===== src/rtl/serial_tx_frame.sv =====
// Serial frame transmitter: start bit, DATA_W data bits LSB first, optional parity, stop bit(s).
// A word is taken over a valid/ready handshake in IDLE only, and each bit is held CLKS_PER_BIT clocks.
module serial_tx_frame #(
    parameter int DATA_W       = 8,
    parameter int CLKS_PER_BIT = 16,
    parameter int PARITY_EN    = 1,
    parameter int PARITY_ODD   = 0,
    parameter int STOP_BITS    = 1
) (
    input  logic              clk,
    input  logic              rst,
    input  logic [DATA_W-1:0] tx_data,
    input  logic              tx_valid,
    output logic              tx_ready,
    output logic              tx_out,
    output logic              busy,
    output logic              done
);

    localparam int CW = (CLKS_PER_BIT > 1) ? $clog2(CLKS_PER_BIT) : 1;
    localparam int BW = $clog2(DATA_W + 1);

    localparam logic [CW-1:0] CYC_LAST  = CW'(CLKS_PER_BIT - 1);
    localparam logic [CW-1:0] CYC_PRE   = CW'(CLKS_PER_BIT - 2);
    localparam logic [BW-1:0] BIT_LAST  = BW'(DATA_W - 1);
    localparam logic [BW-1:0] STOP_LAST = BW'(STOP_BITS - 1);

    typedef enum logic [2:0] {
        IDLE   = 3'd0,
        START  = 3'd1,
        DATA   = 3'd2,
        PARITY = 3'd3,
        STOP   = 3'd4
    } state_t;

    state_t            state_reg;
    logic [CW-1:0]     cyc_reg;
    logic [BW-1:0]     bit_reg;
    logic [DATA_W-1:0] shift_reg;
    logic              parity_reg;
    logic              tx_out_reg;
    logic              done_reg;

    // Parity is folded from the incoming word so it is ready at the handshake.
    logic [DATA_W:0]   par_chain;
    assign par_chain[0] = (PARITY_ODD != 0);

    generate
        for (genvar gi = 0; gi < DATA_W; gi++) begin : g_parity
            assign par_chain[gi+1] = par_chain[gi] ^ tx_data[gi];
        end
    endgenerate

    logic [DATA_W-1:0] shift_shr;
    assign shift_shr = shift_reg >> 1;

    logic cyc_last;
    assign cyc_last = (cyc_reg == CYC_LAST);

    always_ff @(posedge clk or posedge rst) begin
        if (rst) begin
            state_reg  <= IDLE;
            cyc_reg    <= '0;
            bit_reg    <= '0;
            shift_reg  <= '0;
            parity_reg <= 1'b0;
            tx_out_reg <= 1'b1;
            done_reg   <= 1'b0;
        end else begin
            done_reg <= 1'b0;
            case (state_reg)
                IDLE: begin
                    tx_out_reg <= 1'b1;
                    cyc_reg    <= '0;
                    bit_reg    <= '0;
                    if (tx_valid) begin
                        shift_reg  <= tx_data;
                        parity_reg <= par_chain[DATA_W];
                        tx_out_reg <= 1'b0;
                        state_reg  <= START;
                    end
                end

                START: begin
                    if (cyc_last) begin
                        cyc_reg    <= '0;
                        tx_out_reg <= shift_reg[0];
                        state_reg  <= DATA;
                    end else begin
                        cyc_reg <= cyc_reg + CW'(1);
                    end
                end

                DATA: begin
                    if (cyc_last) begin
                        cyc_reg <= '0;
                        if (bit_reg == BIT_LAST) begin
                            bit_reg <= '0;
                            if (PARITY_EN != 0) begin
                                tx_out_reg <= parity_reg;
                                state_reg  <= PARITY;
                            end else begin
                                tx_out_reg <= 1'b1;
                                state_reg  <= STOP;
                            end
                        end else begin
                            bit_reg    <= bit_reg + BW'(1);
                            shift_reg  <= shift_shr;
                            tx_out_reg <= shift_shr[0];
                        end
                    end else begin
                        cyc_reg <= cyc_reg + CW'(1);
                    end
                end

                PARITY: begin
                    if (cyc_last) begin
                        cyc_reg    <= '0;
                        tx_out_reg <= 1'b1;
                        state_reg  <= STOP;
                    end else begin
                        cyc_reg <= cyc_reg + CW'(1);
                    end
                end

                STOP: begin
                    tx_out_reg <= 1'b1;
                    // done is registered, so it is raised one cycle ahead to land on the final cycle.
                    if (cyc_reg == CYC_PRE && bit_reg == STOP_LAST) begin
                        done_reg <= 1'b1;
                    end
                    if (cyc_last) begin
                        cyc_reg <= '0;
                        if (bit_reg == STOP_LAST) begin
                            bit_reg   <= '0;
                            state_reg <= IDLE;
                        end else begin
                            bit_reg <= bit_reg + BW'(1);
                        end
                    end else begin
                        cyc_reg <= cyc_reg + CW'(1);
                    end
                end

                default: begin
                    state_reg  <= IDLE;
                    tx_out_reg <= 1'b1;
                end
            endcase
        end
    end

    assign tx_ready = (state_reg == IDLE);
    assign busy     = (state_reg != IDLE);
    assign tx_out   = tx_out_reg;
    assign done     = done_reg;

endmodule


===== config.mk =====
export PLATFORM = sky130hd
export DESIGN_NAME = serial_tx_frame
export DESIGN_NICKNAME = d
export VERILOG_FILES = /design/src/rtl/serial_tx_frame.sv
export SDC_FILE = /design/constraint.sdc
export NUM_CORES = 1
export LEC_CHECK = 0
export BUFFER_PORTS_ARGS = -buffer_cell sky130_fd_sc_hd__buf_2
export CAP_MARGIN = 20
export CORE_MARGIN = 2
export CORE_UTILIZATION = 34
export DETAILED_ROUTE_END_ITERATION = 10
export PLACE_DENSITY = 0.63
export SKIP_CTS_REPAIR_TIMING = 1
export SYNTH_ARGS = -nofsm -noshare
export SYNTH_HDL_FRONTEND = slang
export SYNTH_SLANG_ARGS = --single-unit

===== constraint.sdc =====
create_clock -name clk -period 1.95 [get_ports clk]
set_input_delay 0 -clock clk [delete_from_list [all_inputs] [get_ports clk]]
set_output_delay 0 -clock clk [all_outputs]
set_load 0.03 [all_outputs]

==> results of run 1 <==
## synth_stat cells, drive strengths merged (2+ instances only)
| cell type | count |
|---|---|
| xnor2 | 8 |
| o31ai | 3 |
| nor3b | 2 |
| nor3 | 3 |
| nand2b | 2 |
| nand3 | 5 |
| clkbuf | 2 |
| dfrtp | 21 |
| o21ai | 4 |
| a211oi | 2 |
| mux2 | 13 |
| buf | 4 |
| nand2 | 4 |
| nor2 | 7 |
| a22o | 2 |
| ha | 4 |
| mux2i | 3 |
| nor2b | 4 |
| a21oi | 4 |
| nor4 | 2 |
| a31oi | 3 |
| or3 | 2 |
| inv | 8 |
## kinds of logic (layout without fill, tap and decap cells)
logic type,after synthesis,after routing
AND/OR/NAND/NOR,37,37
AO/OA/AOI/OAI,24,24
flip-flops,22,22
multiplexers,16,16
buffers and inverters,14,34
XOR/XNOR,9,9
adder cells (fa/ha/maj),5,5
## final timing paths
path,to,depth (start not counted)
max,bit_reg[0],5
min,shift_reg[7],2
max reg2reg,bit_reg[0],5
min reg2reg,shift_reg[7],1
max in group asynchronous,state_reg[2],3
min in group asynchronous,shift_reg[1],3
## per-stage QoR
stage / cell area [um^2] / TNS, ns / hold WS (ns)
4_1_cts: 1520 / -0.00993 / -0.0540
5_1_grt: 1540 / 0 / 0.0179
3_3_place_gp: 1470 / 0 / 0.204
6_report: 1540 / 0 / 0.0195
2_1_floorplan: 1340 / 0 / -0.0115
3_5_place_dp: 1470 / 0 / 0.234
## routing by layer
metal  vias up  GRT usage
li1        492          -
met1       478      0.174
met2        13      0.223
met3         5     0.0270
met4         0     0.0510
met5         -          0
## power groups by stage
stage | sequential [mW] | combinational [mW] | clock, mW
global route | 0.467 | 0.0775 | 0.323
finish | 0.466 | 0.0702 | 0.296
floorplan | 0.477 | 0.0448 | 0
CTS | 0.467 | 0.0697 | 0.301
detailed placement | 0.475 | 0.0699 | 0
global placement | 0.475 | 0.0680 | 0
## critical path, cell delays in order, from the launching register on
cell     delay, ns
dfrtp_1       0.41
ha_1          0.20
nand3_1       0.12
maj3_2        0.37
or2_2         0.32
mux2_2        0.27
## cell type report
| cell class | count | area, um^2 |
|---|---|---|
| Inverter | 8 | 30.0 |
| Timing Repair Buffer | 22 | 135 |
| Multi-Input combinational cell | 91 | 721 |
| Clock buffer | 4 | 45.0 |
| Sequential cell | 22 | 552 |
| Fill cell | 366 | 2170 |
| Tap cell | 48 | 60.1 |
==> key figures, run 1 <==
Floorplan
  – Overall die width: 66.7 um
  – Core Rows: 22
  – Starting Density: 0.360
  – Chip Height: 66.7 um
  – Total die area: 0.00445 mm^2
  – Total core area: 0.00372 mm^2
  – # IOs: 15

Synth
  – Count of different cell masters after synthesis: 42
  – Yosys top cell area share: 0.393
  – Ys Warns: 0
  – Synth area leader: dfrtp_1
  – Main area contributors after synthesis: dfrtp_1, mux2_4, mux2_2, xnor2_1, ha_1
  – Synth Net Count: 142
  – Register area share after synthesis: 0.413
  – Compound-cell area share of the yosys netlist: 0.122
  – Largest family of logic cells by synthesized area: simple AND/OR/NAND/NOR gates
  – Syn avg cell area: 10.5 um^2
  – Mux contribution to synthesized area: 0.149
  – Top FF cell, synth: dfrtp_1
  – Synth Area in Simple Gates: 0.160
  – Async set-reset flop share out of synthesis: 1.00
  – Synth Area in XOR/XNOR: 0.0589
  – Yosys reg bits: 22
  – Post-Synth Adder-Cell Area: 0.0458
  – Synth Instances: 127
  – EDFF count, synth: 0
  – Cell Area, Synth: 0.00134 mm^2

Power and ir drop
  – Clk network pwr share: 0.355
  – Seq pwr share: 0.560
  – Static Leakage: 0.722 nW
  – Sw Pwr: 0.186 mW
  – Total power: 0.832 mW
  – Internal: 0.646 mW
  – Sw frac: 0.224
  – Combinational Power Share: 0.084
  – Peak supply drop: 406 uV
  – Total power divided by cell area: 540 mW/mm^2

Drt
  – Final antenna-violating net count: 0
  – Routed wire length: 2710 um
  – Drt pass-1 iters: 4
  – Highest routed layer: met4
  – Wl on met1: 1250 um
  – Initial drt markers: 16
  – Met2 routed WL: 1370 um
  – Routed vias: 988
  – Post-route DRC violation count: 0
  – DR vias/cell: 5.07
  – Metal3 WL: 54 um
  – DR WL/cell: 13.9 um

Global routing
  – Via count of the first global-routing pass: 960
  – Global route overflow: 0
  – Largest net degree at the start of global routing: 23
  – First-pass GRT wire length: 4510 um
  – Global router's overall resource usage: 0.135
  – Initial antenna violation count: 0

Timing
  – Slew margin rel.: 0.453
  – Clock skew: 0.00441 ns
  – Final Hold Viols: 0
  – RSZ-0062 raised after global routing: false
  – Setup violations, final: 0
  – F_max: 553 MHz
  – Worst Setup Slack, final: 0.140 ns
  – Actual slew at the worst max-slew pin: 0.820 ns
  – Final Cycle Share: 0.928
  – Max-slew violations: 0
  – Crit path time final: 1.81 ns

CTS
  – Worst-path clk slew: 0.08 ns
  – CTS H-Tree Depth: 1
  – CTS Buffer Depth: 2
  – Clock sinks: 22
  – CTS tree: built
  – Root buffer cell: clkbuf_8
  – Clk_lat worst skew: 0.26 ns
  – CTS Buf Count: 3

Final layout
  – Fin util: 0.415
  – Non-Filler Instances: 195
  – Share of cells above drive strength 1: 0.286
  – Nets: 163
  – Most frequent cells in the layout: dfrtp_1, buf_2, xnor2_1, inv_1, mux2_2
  – Max reg flops: 8
  – Commonest non-fill, non-tap cell in the layout: dfrtp_1
  – Area delta synth->final: 15.3%
  – Antenna fix cells: 0

Critical path
  – Register-to-register setup slack: 0.14 ns
  – Crit end category: register
  – Critical path launch point: cyc_reg[1]
  – Startpoint Class: register
  – Critical path arrival: 1.96 ns
  – Critical path class: reg -> reg
  – Worst-path fanout max: 4
  – Critical path data required time: 2.10 ns
  – FF-to-FF Start: cyc_reg[1]

Min path
  – Hold path start: tx_data[7]
  – HP Class: in -> reg

Placed design
  – Routability cong.: 0.744
  – Port Buf Inserts: 14
  – Post-DP HPWL: 2020 um
  – Worst slack, placed: 0.0404 ns
  – Placed Instances: 189

Flow run
  – Number of max-cap violations: 0

Outcome
  – Status: complete, no violations
Power figures use the tool's default switching activity.
==> run 2, diff against run 1 <==
Settings changed: CTS_BUF_LIST from default to sky130_fd_sc_hd__clkbuf_8, RECOVER_POWER from default to 25.
==> key figures, run 2 (synthesis results as in run 1) <==
Outcome
  – Status: complete, no violations

CTS
  – CTS tree: built
  – Worst-path clk slew: 0.08 ns
  – CTS H-Tree Depth: 1
  – CTS Buf Count: 3
  – Clk_lat worst skew: 0.26 ns
  – CTS Buffer Depth: 2
  – Root buffer cell: clkbuf_8
  – Clock sinks: 22

Power and ir drop
  – Total power: 0.827 mW
  – Peak supply drop: 397 uV
  – Total power divided by cell area: 537 mW/mm^2
  – Static Leakage: 0.718 nW

Global routing
  – Largest net degree at the start of global routing: 23
  – Via count of the first global-routing pass: 960
  – First-pass GRT wire length: 4510 um
  – Global router's overall resource usage: 0.135
  – Initial antenna violation count: 0
  – Global route overflow: 0

Timing
  – Final Cycle Share: 0.929
  – Max-slew violations: 0
  – Worst Setup Slack, final: 0.138 ns
  – Setup TNS: 0 ns
  – Actual slew at the worst max-slew pin: 0.820 ns
  – F_max: 552 MHz
  – Setup violations, final: 0
  – Clock skew: 0.00439 ns
  – WHS: 0.0194 ns
  – Crit path time final: 1.81 ns
  – Slew margin rel.: 0.453
  – Final Hold Viols: 0
  – RSZ-0062 raised after global routing: false

Drt
  – Routed wire length: 2700 um
  – DR WL/cell: 13.8 um
  – Drt pass-1 iters: 4
  – Final antenna-violating net count: 0
  – Post-route DRC violation count: 0
  – Routed vias: 1005
  – Initial drt markers: 15
  – DR vias/cell: 5.15

Placed design
  – Port Buf Inserts: 14
  – Routability cong.: 0.744
  – Worst slack, placed: 0.0404 ns
  – Placed Instance Area: 0.00147 mm^2
  – Placed Instances: 189
  – Post-DP HPWL: 2020 um

Final layout
  – Share of cells above drive strength 1: 0.272
  – Commonest non-fill, non-tap cell in the layout: dfrtp_1
  – Antenna fix cells: 0
  – Design Area, Final: 0.00154 mm^2
  – Area delta synth->final: 15.2%
  – Fin util: 0.414
  – Nets: 163
  – Most frequent cells in the layout: dfrtp_1, buf_2, inv_1
  – Max reg flops: 8
  – Non-Filler Instances: 195

Critical path
  – Critical path data required time: 2.10 ns
  – Critical path class: reg -> reg
  – Worst-path fanout max: 4
  – CP max-delay cell: dfrtp_1
  – Crit end category: register
  – WP buf/inv: 0
  – Startpoint Class: register
  – Crit-path cells: ha_1 -> nand3_1 -> maj3_2 -> or2_2 -> mux2_2
  – Critical path arrival: 1.96 ns
  – Crit path max-delay family: adder cells
  – Crit-path max cell delay: 0.41 ns

Floorplan
  – # IOs: 15
  – Core Rows: 22
  – Total core area: 0.00372 mm^2
  – Starting Density: 0.360
  – Total die area: 0.00445 mm^2
  – Chip Height: 66.7 um
  – Overall die width: 66.7 um

Flow run
  – Number of max-cap violations: 0

Min path
  – HP Class: in -> reg
run 2: cell types whose count changed in the layout (fill, tap and decap cells not counted):
cell      previous run  this run
inv_1                8         9
buf_2               14        12
clkbuf_1             1         2
run 2: per-layer routing:
layer	up-vias	track usage	part of all wire
met3	5	0.0270	0.030
met1	484	0.174	0.46
met5	-	0	0
met4	0	0.0510	0.013
li1	495	-	-
met2	21	0.223	0.50
run 2: final timing paths:
check	start	to	slack [ns]	cells past startpoint
setup / recovery	cyc_reg[1]	bit_reg[0]	0.14	5
hold / removal	tx_data[7]	shift_reg[7]	0.02	2
setup reg to reg	cyc_reg[1]	bit_reg[0]	0.14	5
hold reg to reg	shift_reg[7]	shift_reg[7]	0.51	1
max in group asynchronous	rst	state_reg[2]	1.01	3
min in group asynchronous	rst	shift_reg[1]	0.44	3
run 2: cell type report:
| cell class | instances | area (um^2) |
|---|---|---|
| fillers | 366 | 2180 |
| inverters | 8 | 30.0 |
| well taps | 48 | 60.1 |
| clock buffers | 3 | 41.3 |
| flip-flops and latches | 22 | 552 |
| clock inverters | 1 | 3.75 |
| repair buffers | 22 | 133 |
| multi-input cells | 91 | 721 |
run 2: report_power, final:
group          total [mW]  internal (mW)  leakage [nW]  switching [mW]
logic              0.0699         0.0371         0.408          0.0327
clock network       0.290          0.141        0.0269           0.150
registers           0.466          0.463         0.284         0.00354
total               0.827          0.641         0.718           0.186
